**src/rtl/regfile_rd.sv**
```systemverilog
// Integer register file with one writeback port, two registered read ports and a pending scoreboard.
// Build option REGFILE_RD_BYPASS_EN: a read that coincides with a writeback to the same index returns the new value.
module regfile_rd #(
  parameter int XLEN = 32,
  parameter int NREG = 32,
  parameter int AW   = 5
) (
  input  logic            clk,
  input  logic            rst_n,
  input  logic            rs1_en,
  input  logic [AW-1:0]   rs1_addr,
  output logic [XLEN-1:0] rs1_data,
  output logic            rs1_busy,
  input  logic            rs2_en,
  input  logic [AW-1:0]   rs2_addr,
  output logic [XLEN-1:0] rs2_data,
  output logic            rs2_busy,
  input  logic            wb_en,
  input  logic [AW-1:0]   wb_addr,
  input  logic [XLEN-1:0] wb_data,
  input  logic            iss_en,
  input  logic [AW-1:0]   iss_rd
);

  logic [XLEN-1:0] regs [NREG];
  logic [NREG-1:0] pending;
  logic [NREG-1:0] pending_next;
  logic            wb_live;
  logic [XLEN-1:0] rs1_val;
  logic [XLEN-1:0] rs2_val;

  assign wb_live = wb_en && (wb_addr != '0);

  // Issue is applied after writeback so a same-cycle newer producer keeps the bit set.
  always_comb begin
    pending_next = pending;
    if (wb_live)
      pending_next[wb_addr] = 1'b0;
    if (iss_en && (iss_rd != '0))
      pending_next[iss_rd] = 1'b1;
    pending_next[0] = 1'b0;
  end

  always_comb begin
    rs1_val = regs[rs1_addr];
    rs2_val = regs[rs2_addr];
`ifdef REGFILE_RD_BYPASS_EN
    if (wb_live && (wb_addr == rs1_addr))
      rs1_val = wb_data;
    if (wb_live && (wb_addr == rs2_addr))
      rs2_val = wb_data;
`endif
    if (rs1_addr == '0)
      rs1_val = '0;
    if (rs2_addr == '0)
      rs2_val = '0;
  end

  always_ff @(posedge clk or negedge rst_n) begin
    if (!rst_n) begin
      for (int i = 0; i < NREG; i++)
        regs[i] <= '0;
    end else begin
      regs[0] <= '0;
      for (int i = 1; i < NREG; i++)
        if (wb_en && (wb_addr == AW'(i)))
          regs[i] <= wb_data;
    end
  end

  always_ff @(posedge clk or negedge rst_n) begin
    if (!rst_n)
      pending <= '0;
    else
      pending <= pending_next;
  end

  always_ff @(posedge clk or negedge rst_n) begin
    if (!rst_n) begin
      rs1_data <= '0;
      rs1_busy <= 1'b0;
      rs2_data <= '0;
      rs2_busy <= 1'b0;
    end else begin
      if (rs1_en) begin
        rs1_data <= rs1_val;
        rs1_busy <= pending_next[rs1_addr];
      end
      if (rs2_en) begin
        rs2_data <= rs2_val;
        rs2_busy <= pending_next[rs2_addr];
      end
    end
  end

endmodule
```
**config.mk**
```make
export PLATFORM = sky130hd
export DESIGN_NAME = regfile_rd
export DESIGN_NICKNAME = d
export VERILOG_FILES = /design/src/rtl/regfile_rd.sv
export SDC_FILE = /design/constraint.sdc
export NUM_CORES = 2
export LEC_CHECK = 0
export CAP_MARGIN = 20
export CORE_UTILIZATION = 60
export CTS_CLUSTER_DIAMETER = 60
export DETAILED_ROUTE_END_ITERATION = 16
export GPL_TIMING_DRIVEN = 0
export PLACE_DENSITY_LB_ADDON = 0.25
export SETUP_SLACK_MARGIN = 0.15
export SLEW_MARGIN = 20
export SYNTH_ARGS = -nofsm -noshare
export SYNTH_HDL_FRONTEND = slang
export SYNTH_SLANG_ARGS = --single-unit
```
**constraint.sdc**
```tcl
create_clock -name clk -period 5.15 [get_ports clk]
set_input_delay 1.03 -clock clk [delete_from_list [all_inputs] [get_ports clk]]
set_output_delay 1.03 -clock clk [all_outputs]
set_load 0.05 [all_outputs]
```
## Word level (Yosys, flattened, before mapping)

Cells that the tools add are included.

| word-level totals | value |
|---|---|
| bits in registers | 1089 |
| bits of input ports | 58 |
| logic and storage cells | 137 |

| cells by class | value |
|---|---|
| magnitude comparators | 8 |
| equal/unequal tests | 31 |
| mux-type cells | 18 |
| bitwise operators | 5 |
| reductions and logical operators | 39 |

Operators by type and width:

| kind | count |
|---|---|
| binary-select mux 32 bit (select 5 bit) | 2 |
| 2-to-1 mux 32 bit | 8 |
| == test 5 bit, second input constant | 16 |
| == test 5 x 4 -> 1 bit, second input constant | 8 |
| logical AND 1 bit | 35 |
| bitwise AND 32 bit | 1 |
| inverter 32 bit | 1 |
| bitwise OR 32 bit | 1 |
| less-than comparator 5 x 6 -> 1 bit, second input constant | 4 |
| == test 5 x 3 -> 1 bit, second input constant | 4 |
| greater-or-equal comparator 6 bit, second input constant | 2 |
| inverter 5 -> 6 bit | 2 |
| binary-select mux 1 bit (select 5 bit) | 2 |
| demux 1 bit (select 5 bit) | 2 |
| == test 5 x 2 -> 1 bit, second input constant | 2 |
| greater-or-equal comparator 5 x 1 -> 1 bit, second input constant | 2 |
| logical NOT 5 bit | 2 |
| nonzero test 5 bit | 2 |
| == test 5 x 1 -> 1 bit, second input constant | 1 |
| 2-to-1 mux 1 bit | 4 |

## Longest topological paths before layout

| logic depth | value |
|---|---|
| depth after elaboration | 11 |
| gate-level depth with buffers | 10 |

## Worst setup path after synthesis

Ideal clock, no wire load.

| path | value |
|---|---|
| kind | input to register |
| start | input rs2_addr[0] |
| end | register rs2_data[10] |
| setup time | 0.141 ns |
| arrival time | 3.040 ns |
| required time | 5.009 ns |
| setup slack | 1.969 ns |
| stages on the path | 7 |
| cell sequence | clkbuf_1 > buf_2 > buf_2 > mux4_2 > mux4_2 > mux2i_1 > o22ai_1 |

| on the way | value |
|---|---|
| longest elaborated chain between the ends | 5 |

Ends and longest elaborated chain:

| element | RTL line | RTL |
|---|---|---|
| start, declared | 15 | `input logic [AW-1:0] rs2_addr,` |
| inverter 5 -> 6 bit (not written as such) | 46 | `rs2_val = regs[rs2_addr];` |
| binary-select mux 32 bit (select 5 bit) | 46 |  |
| 2-to-1 mux 32 bit (not written as such) (2 in series) | 46 |  |
| 2-to-1 mux 32 bit * | 55 | `if (rs2_addr == '0)` |
| end signal, assigned | 90 | `rs2_data <= rs2_val;` |
| end, declared | 16 | `output logic [XLEN-1:0] rs2_data,` |

Every way passes the cells marked *; elsewhere a longest branch is shown, timed or not. The select of a mux whose other input is x is not followed.
A chain may end at the register's enable or synchronous reset.

## Worst setup path after layout

| path | value |
|---|---|
| start | input rs2_addr[0] |
| end | register rs2_data[16] |

The elaborated chain is that of the path after synthesis.

==> summary.txt <==
Timing
  • Fin crit share: 0.8666
  • Actual slew at the worst max-slew pin: about 1.4 ns
  • Peak Freq: ~220 MHz
  • Final Skew: between 0.03 and 0.04 ns
  • Final hold violation count: 0
  • Sum Neg Setup Slack: 0 ns
  • Final setup violation count: 0
  • Tmin final: 4.463 ns
  • Slew Limit Fails: 0
  • Slew HR: 0.06354
  • WHS: roughly 0.30 ns
  • RSZ-0062 raised after global routing: false

Setup path
  • Worst setup SP type: input pin
  • Critical path destination: rs2_data[16]
  • Critical Path End Type: flop
  • R2R Path Start: regs[789]
  • Required @ worst endpoint: around 5.7 ns
  • Worst EP arrival: 4.98 ns
  • Worst Reg-to-Reg Cells: 4
  • Reg2Reg Setup Slack: slightly below 3 ns
  • Reg2reg end: rs2_data[21]
  • Maximum fanout along the worst path: 10
  • CP Class: in -> reg
  • Critical path startpoint: rs2_addr[0]

Logic synthesis
  • Synth Area in Compound Gates: 0.02737
  • Post-synth EDFFs: 0
  • Largest family of logic cells by synthesized area: multiplexers
  • Seq/Total Area, Yosys: 0.4803
  • Simple-gate share of the synthesized area: 0.01156
  • Async S/R FF share, synth: 1.000
  • Post-synthesis cell area: about 57000 sq um
  • Seq cells post-synth: 1089
  • XOR/XNOR share of the synthesized area: 0
  • Adder-Cell Fraction of Synth Area: 0
  • Mux contribution to synthesized area: 0.4521
  • Synth Area per Inst: approximately 16 sq um
  • Ys Warns: 0
  • Post-synth top flop: dfrtp_1
  • Net count after synthesis: 3590
  • Syn Inst Count: roughly 3500
  • Cell variety after synth: 51

Pwr
  • PD cells: roughly 400 nW/um^2
  • Leakage: 0.02718 uW
  • Pwr Total: between 20000 and 30000 uW
  • Worst vdd ir: around 0.29 mV

CTS
  • Post-cts resize count: 0
  • Post-CTS setup buffer count: 0
  • Clk pin slew, worst setup/hold paths: about 0.060 ns
  • Root Driver: clkbuf_16
  • TritonCTS buffer count: between 100 and 150
  • Clock Sinks: 1089
  • Worst-skew pair later-pin latency: approximately 0.73 ns
  • Post-CTS Hold Buffers: 0
  • H-Tree Depth: 3
  • CTS max path bufs: 3
  • CTS tree: yes

Place
  • IO buf count: between 100 and 150
  • Final RePlAce weighted congestion: 0.9488
  • Placed cell area: ~60000 sq um
  • Post-DP HPWL: ~120 mm

Global route
  • Vias in the first global route: 37700
  • Total grt overflow: 0
  • First-pass GRT wire length: ~270 mm
  • Initial antenna violation count: 7
  • Global Route Usage Sum: 0.3938
  • Largest net degree at the start of global routing: 151

Min path
  • Worst Hold Class: in -> async

Run
  • MaxCap Viol Count: 0

Drt
  • Met3 wire len: approximately 21 mm
  • Post-DRT Antenna Nets: 0
  • Max Used Layer: met5
  • Initial drt markers: a little over 5000
  • Routed length on met2: approximately 83 mm
  • DR vias: approximately 37000
  • Final WL: around 180 mm
  • Drt pass-1 iters: 8
  • # DRC: 0
  • M1 wire length: between 60 and 70 mm
  • Wirelength per Cell: between 30 and 40 um
  • Vias per inst: 7.297

Die
  • Initial core utilization: 0.6070
  • Vert. Die Dim: approximately 310 um
  • Std cell rows: between 100 and 150
  • Die area: 95800 sq um
  • IO Pins: 124
  • Core outline area: 93470 sq um
  • Die W: a little over 300 um

Cells and area
  • Area Growth Syn to Fin: 12.39%
  • Cell area after layout: about 64000 sq um
  • Share of cells above drive strength 1: 0.4988
  • Net count, final: approximately 3800
  • Core Util, Final: 0.6822

Status
  • Run status: finished clean
[cell usage after synthesis (3+ instances only)]
library cell | n | area [sq um]
a22o_1 | 70 | 613.1
a22oi_1 | 11 | 82.58
and2_1 | 5 | 31.28
and3_1 | 4 | 25.02
and3b_1 | 3 | 26.28
and4bb_2 | 3 | 37.54
buf_1 | 91 | 341.6
buf_2 | 34 | 170.2
clkbuf_1 | 254 | 953.4
dfrtp_1 | 1089 | 27250
inv_1 | 42 | 157.7
mux2_2 | 1056 | 11890
mux2i_1 | 72 | 720.7
mux4_2 | 579 | 13040
nand2_1 | 27 | 101.4
nand2b_1 | 5 | 31.28
nand3_1 | 7 | 35.03
nand3b_1 | 5 | 37.54
nand4_1 | 3 | 18.77
nand4b_1 | 4 | 35.03
nor2_1 | 17 | 63.81
nor2b_1 | 6 | 37.54
nor3_1 | 5 | 25.02
nor3b_1 | 6 | 45.04
o21ai_0 | 24 | 120.1
o21ai_1 | 3 | 15.01
o22ai_1 | 37 | 231.5
o2bb2ai_1 | 36 | 315.3
or3_1 | 3 | 18.77
or4_1 | 3 | 22.52
[report_power, final]
group	switching, uW	internal, uW
sequential	1230	10300
combinational	2730	3410
clock	3640	5010
total	7590	18700
[stage by stage]
step / instances / setup WS, ns
after floorplan: 3532 / 1.969
after global placement: 4902 / -46.57
after detailed placement: 4913 / 0.07447
after CTS: 5125 / 0.8102
after global routing: 5131 / 0.6973
final: 5135 / 0.6869
[worst max-delay path: stages]
cell and delay, ns:
clkdlybuf4s50_1 0.56, clkbuf_1 0.40, buf_2 0.39, buf_2 0.32, or4_1 0.56, o21ai_2 0.64, clkbuf_1 0.82, o22ai_1 0.23
[per-layer routing]
layer,vias to the layer above,track usage
met2,2496,0.5715
met4,8,0.2258
li1,14360,-
met1,20060,0.5400
met5,-,0
met3,551,0.1082
[registers in the layout, summed over array words and instances (netlist names)]
name,flops
rs1_data,32
rs2_data,32
pending,31
rs2_busy,1
rs1_busy,1
regs,992
[kinds of logic after synthesis]
logic type             after synthesis
muxes                             1707
DFF                               1089
buffers and inverters              422
AOI/OAI and AO/OA                  201
and+or+nand+nor                    113
[placed cells by master, fill, tap and decap left out, drive strengths merged, types with 4 or more instances in the layout]
cell type,synthesis,final
dfrtp,1089,1089
mux2,1056,1056
mux4,579,579
clkbuf,254,428
buf,125,139
clkdlybuf4s50,0,115
mux2i,72,72
a22o,70,70
inv,42,48
o22ai,37,37
o2bb2ai,37,37
nand2,27,27
o21ai,27,27
clkinv,1,25
nor2,17,17
a22oi,11,11
bufinv,0,8
nand3,7,7
diode,0,6
nor2b,6,6
nor3b,6,6
nor3,6,6
nand3b,5,5
nand2b,5,5
and2,5,5
nand4b,5,5
and3,4,4
[area by class of cell]
cell class	count	area (sq um)
Timing Repair Buffer	131	1481
Multi-Input combinational cell	2021	27880
Fill cell	6325	29700
Antenna cell	6	15.01
Sequential cell	1089	27250
Inverter	43	161.4
Tap cell	1254	1569
Clock buffer	172	3447
Clock inverter	40	439.2
Buffer	379	1524
[how the worst min path moves through the flow]
| stage | slack (ns) | end |
|---|---|---|
| after floorplan | 0.46 | pending[7] |
| after global routing | 0.35 | pending[23] |
| after detailed placement | 0.47 | rs1_data[16] |
| after global placement | 0.47 | rs1_data[21] |
| final | 0.30 | pending[22] |
| after CTS | 0.30 | rs1_data[28] |
(Power assumes the default switching activity.)
